==> src/rtl/cnn_layer_sequencer.sv <==
// cnn_layer_sequencer: launches the CNN layer engines one after another.
// Each stage gets a one-cycle start pulse. The sequencer then waits for a rising
// edge on that stage's over line before it moves on. Each wait is bounded by a
// timeout. A run can be cancelled with abort. The busy length of the last clean
// run is reported on run_cycles.
module cnn_layer_sequencer #(
  parameter int NUM_STAGES = 4,
  parameter int STAGE_W    = 2,
  parameter int TIMEOUT    = 2000000,
  parameter int TO_W       = 21,
  parameter int CYC_W      = 24
) (
  input  logic                  clk,
  input  logic                  rst,
  input  logic                  run,
  input  logic                  abort,
  input  logic [NUM_STAGES-1:0] stage_over,
  output logic [NUM_STAGES-1:0] stage_start,
  output logic                  busy,
  output logic                  done,
  output logic                  error,
  output logic [STAGE_W-1:0]    err_stage,
  output logic [STAGE_W-1:0]    cur_stage,
  output logic [CYC_W-1:0]      run_cycles
);

  typedef enum logic [2:0] {
    ST_IDLE,
    ST_LAUNCH,
    ST_WAIT,
    ST_FINISH,
    ST_ERROR
  } state_t;

  localparam logic [TO_W-1:0]    WAIT_LAST  = TO_W'(TIMEOUT - 1);
  localparam logic [STAGE_W-1:0] LAST_STAGE = STAGE_W'(NUM_STAGES - 1);

  state_t                  state;
  logic [NUM_STAGES-1:0]   over_hist;
  logic [TO_W-1:0]         wait_cnt;
  logic [CYC_W-1:0]        busy_cnt;
  logic                    over_edge;
  logic [STAGE_W-1:0]      next_stage;

  // Completion is a fresh rise on the awaited stage only; the history register
  // holds last cycle's sample of every over line
  assign over_edge  = stage_over[cur_stage] & ~over_hist[cur_stage];
  assign next_stage = cur_stage + STAGE_W'(1);

  // Sequencer state machine with all outputs registered
  always_ff @(posedge clk) begin
    if (rst) begin
      state       <= ST_IDLE;
      over_hist   <= '0;
      wait_cnt    <= '0;
      busy_cnt    <= '0;
      stage_start <= '0;
      busy        <= 1'b0;
      done        <= 1'b0;
      error       <= 1'b0;
      err_stage   <= '0;
      cur_stage   <= '0;
      run_cycles  <= '0;
    end else begin
      over_hist   <= stage_over;
      stage_start <= '0;
      done        <= 1'b0;

      if (busy && (busy_cnt != '1)) begin
        busy_cnt <= busy_cnt + CYC_W'(1);
      end

      unique case (state)
        ST_IDLE, ST_ERROR: begin
          if (run) begin
            state          <= ST_LAUNCH;
            cur_stage      <= '0;
            stage_start[0] <= 1'b1;
            error          <= 1'b0;
            err_stage      <= '0;
            busy           <= 1'b1;
            busy_cnt       <= CYC_W'(1);
          end
        end

        ST_LAUNCH: begin
          if (abort) begin
            state <= ST_IDLE;
            busy  <= 1'b0;
          end else begin
            state    <= ST_WAIT;
            wait_cnt <= '0;
          end
        end

        ST_WAIT: begin
          if (abort) begin
            state <= ST_IDLE;
            busy  <= 1'b0;
          end else if (over_edge) begin
            if (cur_stage == LAST_STAGE) begin
              state <= ST_FINISH;
              done  <= 1'b1;
            end else begin
              state                   <= ST_LAUNCH;
              cur_stage               <= next_stage;
              stage_start[next_stage] <= 1'b1;
            end
          end else if (wait_cnt == WAIT_LAST) begin
            state     <= ST_ERROR;
            error     <= 1'b1;
            err_stage <= cur_stage;
            busy      <= 1'b0;
          end else begin
            wait_cnt <= wait_cnt + TO_W'(1);
          end
        end

        ST_FINISH: begin
          state <= ST_IDLE;
          busy  <= 1'b0;
          if (!abort) begin
            run_cycles <= busy_cnt;
          end
        end

        default: begin
          state <= ST_IDLE;
          busy  <= 1'b0;
        end
      endcase
    end
  end

endmodule

==> config.mk <==
export PLATFORM = sky130hd
export DESIGN_NAME = cnn_layer_sequencer
export DESIGN_NICKNAME = d
export VERILOG_FILES = /design/src/rtl/cnn_layer_sequencer.sv
export SDC_FILE = /design/constraint.sdc
export NUM_CORES = 1
export LEC_CHECK = 0
export ABC_AREA = 1
export ABC_CLOCK_PERIOD_IN_PS = 1840
export BUFFER_PORTS_ARGS = -buffer_cell sky130_fd_sc_hd__buf_2
export CAP_MARGIN = 20
export CORE_ASPECT_RATIO = 1.4
export CORE_MARGIN = 5
export CORE_UTILIZATION = 35
export CTS_CLUSTER_SIZE = 20
export DETAILED_ROUTE_END_ITERATION = 8
export PLACE_DENSITY_LB_ADDON = 0.1
export SYNTH_ARGS = -nofsm -noshare
export SYNTH_HDL_FRONTEND = slang
export SYNTH_SLANG_ARGS = --single-unit
export TNS_END_PERCENT = 20
==> constraint.sdc <==
create_clock -name clk -period 1.84 [get_ports clk]
set_input_delay 0.46 -clock clk [delete_from_list [all_inputs] [get_ports clk]]
set_output_delay 0.46 -clock clk [all_outputs]
set_load 0.005 [all_outputs]
* After elaboration in Yosys (flattened, before gate mapping)
Index checks and enable logic that the tools add are counted.
Widths: inputs -> output; s select.
** Cells by class
- $add $sub $neg :: 3
- $lt $le $gt $ge :: 3
- Equality and inequality tests :: 19
- Multiplexer cells :: 47
- Bitwise logic cells :: 5
- Reduce and logical (&&, ||, !) cells :: 14
** Operators with widths (number)
- $mux 21 :: 4
- $mux 24 :: 3
- $pmux 21 s2 :: 1
- $add 24x1->24 const B :: 1
- $ne 24x24->1 const B :: 1
- $add 21x1->21 const B :: 1
- $eq 21x21->1 const B :: 1
- $mux 2 :: 9
- $ne 2x2->1 const B :: 9
- $mux 1 :: 17
- $reduce_and 5->1 :: 3
- $mux 3 :: 4
- $pmux 3 s3 :: 1
- $pmux 2 s2 :: 2
- $eq 3x2->1 const B :: 2
- $lt 2x3->1 const B :: 2
- $ne 3x3->1 const B :: 2
- $reduce_or 5->1 :: 1
- $bmux 1 s2 :: 2
- $ne 4x4->1 const B :: 1
- $not 1->1 :: 4
- $pmux 1 s2 :: 2
- $reduce_and 2->1 :: 2
- $reduce_and 4->1 :: 1
- 13 further kinds :: 15
** Storage, ports and cells
- Flip-flop bits (word level) :: 87
- Input bits :: 8
- Output and inout port bits :: 35
- Logic and storage cells :: 103

* Depth between registers and ports, before layout
Gate-level depths: netlist of run 1.
- Depth in word-level cells :: 9
- Mapped depth :: 12
- Depth with buffers taken out :: 12

* Worst setup path after synthesis of run 1
No wires, ideal clock.
- Path type :: register -> register
- Start :: register wait_cnt[0]
- End :: register wait_cnt[16]
- Setup time :: 0.067 ns
- Arrival :: 1.463 ns
- Data required time :: 1.773 ns
- Slack :: 0.309 ns
- Cell stages (with the launch flop) :: 11
- Path buffers :: 1
- Period minus slack after synthesis :: 1.531 ns
- Cells stage by stage :: dfxtp_1 -> ha_1 -> nand2_1 -> inv_1 -> nand2_2 -> nor2_4 -> nand3_4 -> nand3_2 -> buf_6 -> nand2_2 -> a21oi_2
** On the way
- Cells in the longest elaborated chain, start to end :: 5
- Elaborated cells on any way between the ends :: 8
- Classes of those cells :: add/sub: 1; eq/ne: 2; mux: 4; reduce/logical: 1
** Ends and longest elaborated chain
- start, declared :: line 40 : logic [TO_W-1:0] wait_cnt;
- start signal, assigned :: line 115 : wait_cnt <= wait_cnt + TO_W'(1);
- $add 21x1->21 :: line 115
- $mux 21 :: line 109 : end else if (wait_cnt == WAIT_LAST) begin
- $mux 21 :: line 100 : end else if (over_edge) begin
- $mux 21 :: line 97 : if (abort) begin
- $pmux 21 s2 :: line 73 : unique case (state)
Several ways; a longest one is shown, not always the timed one. The select of a mux whose other input is x is not followed.
A chain may end at the register's enable or synchronous reset.

* Final worst setup path of run 1
- Start :: register wait_cnt[8]
- End :: register wait_cnt[19]
The elaborated chain is that of the path after synthesis.

==> results of run 1 <==
[critical path, cell delays in order (launching register included)]
cell and delay [ns]:
dfxtp_1 0.48, nand2_1 0.12, nor2_1 0.27, nand2_1 0.20
nor3_4 0.26, a21oi_1 0.11, nor2_1 0.09, nand2_1 0.06
nand2_1 0.06
[kinds of logic after synthesis]
family	count (synthesis)	synth area share
adders and majority gates	7	0.0194
DFF	87	0.386
xor gates and xnor gates	10	0.0194
buffers and inverters	103	0.0924
AOI/OAI and AO/OA	102	0.118
and+or+nand+nor	376	0.364
[final cells by class]
class                           instances  area (um^2)  share of cell area
Clock buffer                            9          225              0.0412
Clock inverter                          7         87.6              0.0160
Inverter                               85          319              0.0584
Multi-Input combinational cell        495         2410               0.441
Sequential cell                        87         1740               0.319
Tap cell                              153          191              0.0350
Timing Repair Buffer                   77          485              0.0889
[worst paths after layout]
kind | start | end | slack, ns | depth (start not counted)
hold reg to reg | error | error | 0.47 | 2
setup reg to reg | wait_cnt[8] | wait_cnt[19] | 0.13 | 8
hold / removal | stage_over[1] | over_hist[1] | 0.32 | 3
setup / recovery | wait_cnt[8] | wait_cnt[19] | 0.13 | 8
[metrics by stage]
step                 util  cell area, um^2
finish              0.428             5460
global route        0.428             5460
CTS                 0.423             5400
detailed placement  0.399             5080
global placement    0.399             5080
floorplan               -             4510
[sequential cells by signal, summed over array words and instances (netlist names)]
signal / cells
busy: 1
busy_cnt: 24
cur_stage: 2
done: 1
err_stage: 2
error: 1
over_hist: 4
run_cycles: 24
stage_start: 4
state: 3
wait_cnt: 21
[timing repair]
item                       4_1_cts  5_1_grt
gates resized for setup          1       15
hold buffers                     0        0
pin swaps                        0        1
gates cloned                     0        0
setup endpoints to repair        1       28
buffers inserted                 0        1
[layer usage]
layer  part of all wire  vias up  GRT usage
met5                  0        -          0
li1                   -     2320          -
met2               0.54       57      0.342
met3              0.021       17     0.0290
met1               0.41     2079      0.182
met4              0.024        0     0.0668
[report_power, final]
group	internal, mW	switching (mW)
Sequential	1.92	0.0228
Combinational	0.116	0.224
Clock	1.09	0.872
Total	3.12	1.12
[cell usage in the layout (no fill, tap or decap), types with 2 or more instances in the layout]
| master | instances |
|---|---|
| a21oi_1 | 55 |
| buf_2 | 42 |
| buf_4 | 34 |
| clkbuf_16 | 9 |
| dfxtp_1 | 85 |
| dfxtp_2 | 2 |
| ha_1 | 7 |
| inv_1 | 82 |
| inv_2 | 2 |
| inv_6 | 3 |
| inv_8 | 2 |
| nand2_1 | 169 |
| nand2_2 | 11 |
| nand3_1 | 46 |
| nand3_4 | 2 |
| nand3b_1 | 4 |
| nand4_1 | 17 |
| nor2_1 | 99 |
| nor2_2 | 8 |
| nor2_4 | 5 |
| nor3_1 | 7 |
| o21ai_0 | 38 |
| o21bai_1 | 4 |
| xnor2_1 | 4 |
| xor2_1 | 6 |
==> reports/results.ini, run 1 <==
[timing]
finalClockSkew_ns=0.0172
fin_ws_ns=0.131
final-hold-violation-count=0
rsz0062_at_grt=true
setup-tns-final_ns=0
finalSetupViolations=0
maxSlewViolCount=0
holdWs_ns=0.322
fin_crit_sh=0.929
period_needed_ns=1.71
relSlewSlack=0.752
fmax_mhz=585
worst_pin_slew_ns=0.369

[drt]
totalWireLength_um=12900
vias_per_cell=4.90
via_count=4473
wl_per_cell_um=14.1
postRouteAntennaNets=0
dr.pass1.iters=4
drcViolationCount=0
drt_iter0_markers=165

[synthesis]
synth_edf_count=0
ys_seq_elements=87
yosys_warnings=0
synth_flop_cell=dfxtp_1
synth.area.top_cells=dfxtp_1, nand2_1, nor2_1, inv_1, a21oi_1
syn_inst=685
syn_nets=700
syn_area_per_cell_um2=6.58
async_reset_ff_frac=0
synth_common_cells=nand2_1, nor2_1, dfxtp_1, inv_1, a21oi_1
synth_most_common_cell=nand2_1
ys_types=36
yosysSeqAreaShare=0.386
synth_area_mm2=0.00451
synth_largest_area_cell=dfxtp_1
synth.top_cell.area_share=0.386

[floorplan]
initial_core_util=0.354
dieArea_mm2=0.0153
io_pins=43
rows=49
dieHeight_um=144
fp.dieW_um=106
coreArea_mm2=0.0128

[setup_path]
crit_fanout=6
arrival_ns=2.00
worstSetupStartpointType=flip-flop
worstSetupPathType=flip-flop to flip-flop
end_kind=flip-flop
crit_required_ns=2.13

[flow_run]
maxCapViolCount=0

[clock_tree]
cts_root_buffer=clkbuf_16
cts_buffer_depth=2
clkTransAtPathRegs_ns=0.08
htree_levels=3
cts_tree=built
cts_made_buffers=9
clock_sinks=87
insertion_delay_ns=0.35

[power]
leakage_nw=2.28
ir_drop_mv=0.497
power.total_mw=4.24
powerDensity_mw_per_mm2=776

[placement]
place.gp.congestion=0.915
dp_cells=896
pre_cts_ws_ns=0.0292
port_buffers=42
place_hpwl_um=9840

[finish]
layout.nets=770
drive_gt1_frac=0.170
instances_no_fill=913
diodes=0
fillCellCount=1384
syn_to_final_growth_pct=21.1

[global_routing]
overflow=0
grt_max_degree=40
antenna_found_initial=0
track_usage=0.173
grt_pass1_vias=4339
grt_pass1_wl_um=21100

[min_path]
min_path_type=primary input to flip-flop

[run_status]
status=complete, no violations

(Power assumes the default switching activity.)
==> run 2, diff against run 1 <==
--- a/config.mk
+++ b/config.mk
@@ -15,6 +15,7 @@
 export CTS_CLUSTER_SIZE = 20
 export DETAILED_ROUTE_END_ITERATION = 8
 export PLACE_DENSITY_LB_ADDON = 0.1
+export RECOVER_POWER = 50
 export SYNTH_ARGS = -nofsm -noshare
 export SYNTH_HDL_FRONTEND = slang
 export SYNTH_SLANG_ARGS = --single-unit
==> run 2 against run 1 <==
Critical path depth fell by 1. Final cell count did not move. Utilization fell by 0.34 points. Register-to-register slack barely moved. First-iteration DRC count rose by 0.61%. Critical endpoint unchanged. Clock-buffer cell count did not move.
==> reports/results.ini, run 2 (synthesis gave the netlist of run 1 again) <==
[run_status]
status=complete, no violations

[clock_tree]
cts_tree=built
clkTransAtPathRegs_ns=0.08
cts_root_buffer=clkbuf_16
cts_buffer_depth=2
cts_made_buffers=9
insertion_delay_ns=0.35
htree_levels=3
clock_sinks=87
cts_hold_buf=0

[placement]
dpl-instance-area_mm2=0.00508
place.gp.congestion=0.915
place_hpwl_um=9840
pre_cts_ws_ns=0.0292
port_buffers=42

[floorplan]
rows=49
dieArea_mm2=0.0153
initial_core_util=0.354
dieHeight_um=144
fp.dieW_um=106
coreArea_mm2=0.0128
io_pins=43

[setup_path]
r2r_slack_ns=0.14
crit_required_ns=2.08
crit_fanout=11
end_kind=flip-flop
cp_common_cell=nand2_1
arrival_ns=1.95
worstSetupStartpointType=primary input
cpPeakStageDelay_ns=0.52
worstReg2RegEnd=busy_cnt[18]
slowest_stage=clkbuf_1
reg2regPathDepth=11
crit_chain=clkbuf_1, clkinv_1, buf_4, nand2_2, inv_1, nand2_1, nand2_1
worstSetupPathType=primary input to flip-flop
rr_startpoint=busy_cnt[0]

[global_routing]
grt_pass1_vias=4339
grt_max_degree=40
grt_pass1_wl_um=21100
track_usage=0.173
antenna_found_initial=0
overflow=0

[drt]
wl_met3_um=248
dr.pass1.iters=4
drt_iter0_markers=166
wl_per_cell_um=14.1
postRouteAntennaNets=0
drcViolationCount=0
via_count=4481
totalWireLength_um=12900
vias_per_cell=4.91
drt-met1-wl_um=5330
wl_met2_um=6930
routed.top_layer=met4

[finish]
final_common_cell=nand2_1
final_cell_mix=nand2_1, nor2_1, dfxtp_1
final_area_mm2=0.00542
fin_util=0.425
reg_top3=busy_cnt (24), run_cycles (24), wait_cnt (21)
layout.nets=770
fillCellCount=1397
drive_gt1_frac=0.133
diodes=0
syn_to_final_growth_pct=20.1

[timing]
holdWs_ns=0.322
maxSlewViolCount=0
period_needed_ns=1.71
worst_pin_slew_ns=0.704
rsz0062_at_grt=true
relSlewSlack=0.531
fmax_mhz=584
final-hold-violation-count=0
finalClockSkew_ns=0.0172
fin_crit_sh=0.931
fin_ws_ns=0.128
finalSetupViolations=0

[power]
ir_drop_mv=0.497
p_sw_mw=1.12
powerDensity_mw_per_mm2=781
internal_power_mw=3.12
leakage_nw=2.16
seqPwrFrac=0.458
power_frac_comb=0.079
p_clk_frac=0.463
switching_share=0.264

[min_path]
min_path_type=primary input to flip-flop
min_to=over_hist[1]
holdCritStartpoint=stage_over[1]
whs_path_depth=3

[flow_run]
maxCapViolCount=0

==> run 2: cell types whose count changed in the layout (fill, tap and decap cells not counted), sizes merged <==
cell / before / now
buf: 77 / 49
clkbuf: 9 / 37
==> run 2: worst max-delay path by stage <==
stage                            from  slack (ns)            to
after floorplan           wait_cnt[0]        0.31  wait_cnt[16]
after global placement    busy_cnt[0]        0.02  busy_cnt[18]
after detailed placement  busy_cnt[0]        0.03  busy_cnt[18]
after CTS                 busy_cnt[0]        0.06  busy_cnt[18]
after global routing      wait_cnt[8]      -0.006  wait_cnt[19]
final                             rst        0.13  wait_cnt[19]
==> run 2: cell type report <==
class / count / area [um^2] / share of cell area
sequential: 87 / 1740 / 0.322
timing repair buffer: 77 / 444 / 0.0820
clock buffer: 9 / 225 / 0.0416
clock inverter: 7 / 87.6 / 0.0162
tap: 153 / 191 / 0.0353
multi-input combinational: 495 / 2410 / 0.444
inverter: 85 / 319 / 0.0589
==> run 2: critical path: cells and delay by family <==
family | cells | cell delay, ns
buffers and inverters | 4 | 1.20
and+or+nand+nor | 3 | 0.28
==> run 2: repair_timing <==
| action | CTS | global route |
|---|---|---|
| hold endpoints to repair | 0 | 0 |
| endpoints found under the setup margin | 1 | 28 |
| gates resized for setup | 1 | 15 |
| gates cloned | 0 | 0 |
| pin swaps | 0 | 1 |
| buffers inserted | 0 | 1 |
==> run 2: power groups by stage <==
stage / Sequential [mW] / Combinational (mW) / Clock [mW]
floorplan: 1.98 / 0.204 / 0
detailed placement: 1.98 / 0.339 / 0
finish: 1.94 / 0.335 / 1.96
CTS: 1.94 / 0.339 / 2.02
global placement: 1.98 / 0.336 / 0
global route: 1.94 / 0.375 / 2.08
==> run 2: metal layers <==
layer  GRT usage  up-vias
met5           0        -
met4      0.0668        0
met3      0.0290       23
met2       0.342       57
met1       0.182     2079
li1            -     2322
==> run 2: per-stage QoR <==
step / setup TNS, ns / instances / total power [mW]
2_1_floorplan: 0 / 685 / 2.19
3_3_place_gp: 0 / 896 / 2.32
3_5_place_dp: 0 / 896 / 2.32
4_1_cts: 0 / 912 / 4.30
5_1_grt: -0.0121 / 913 / 4.40
6_report: 0 / 913 / 4.23
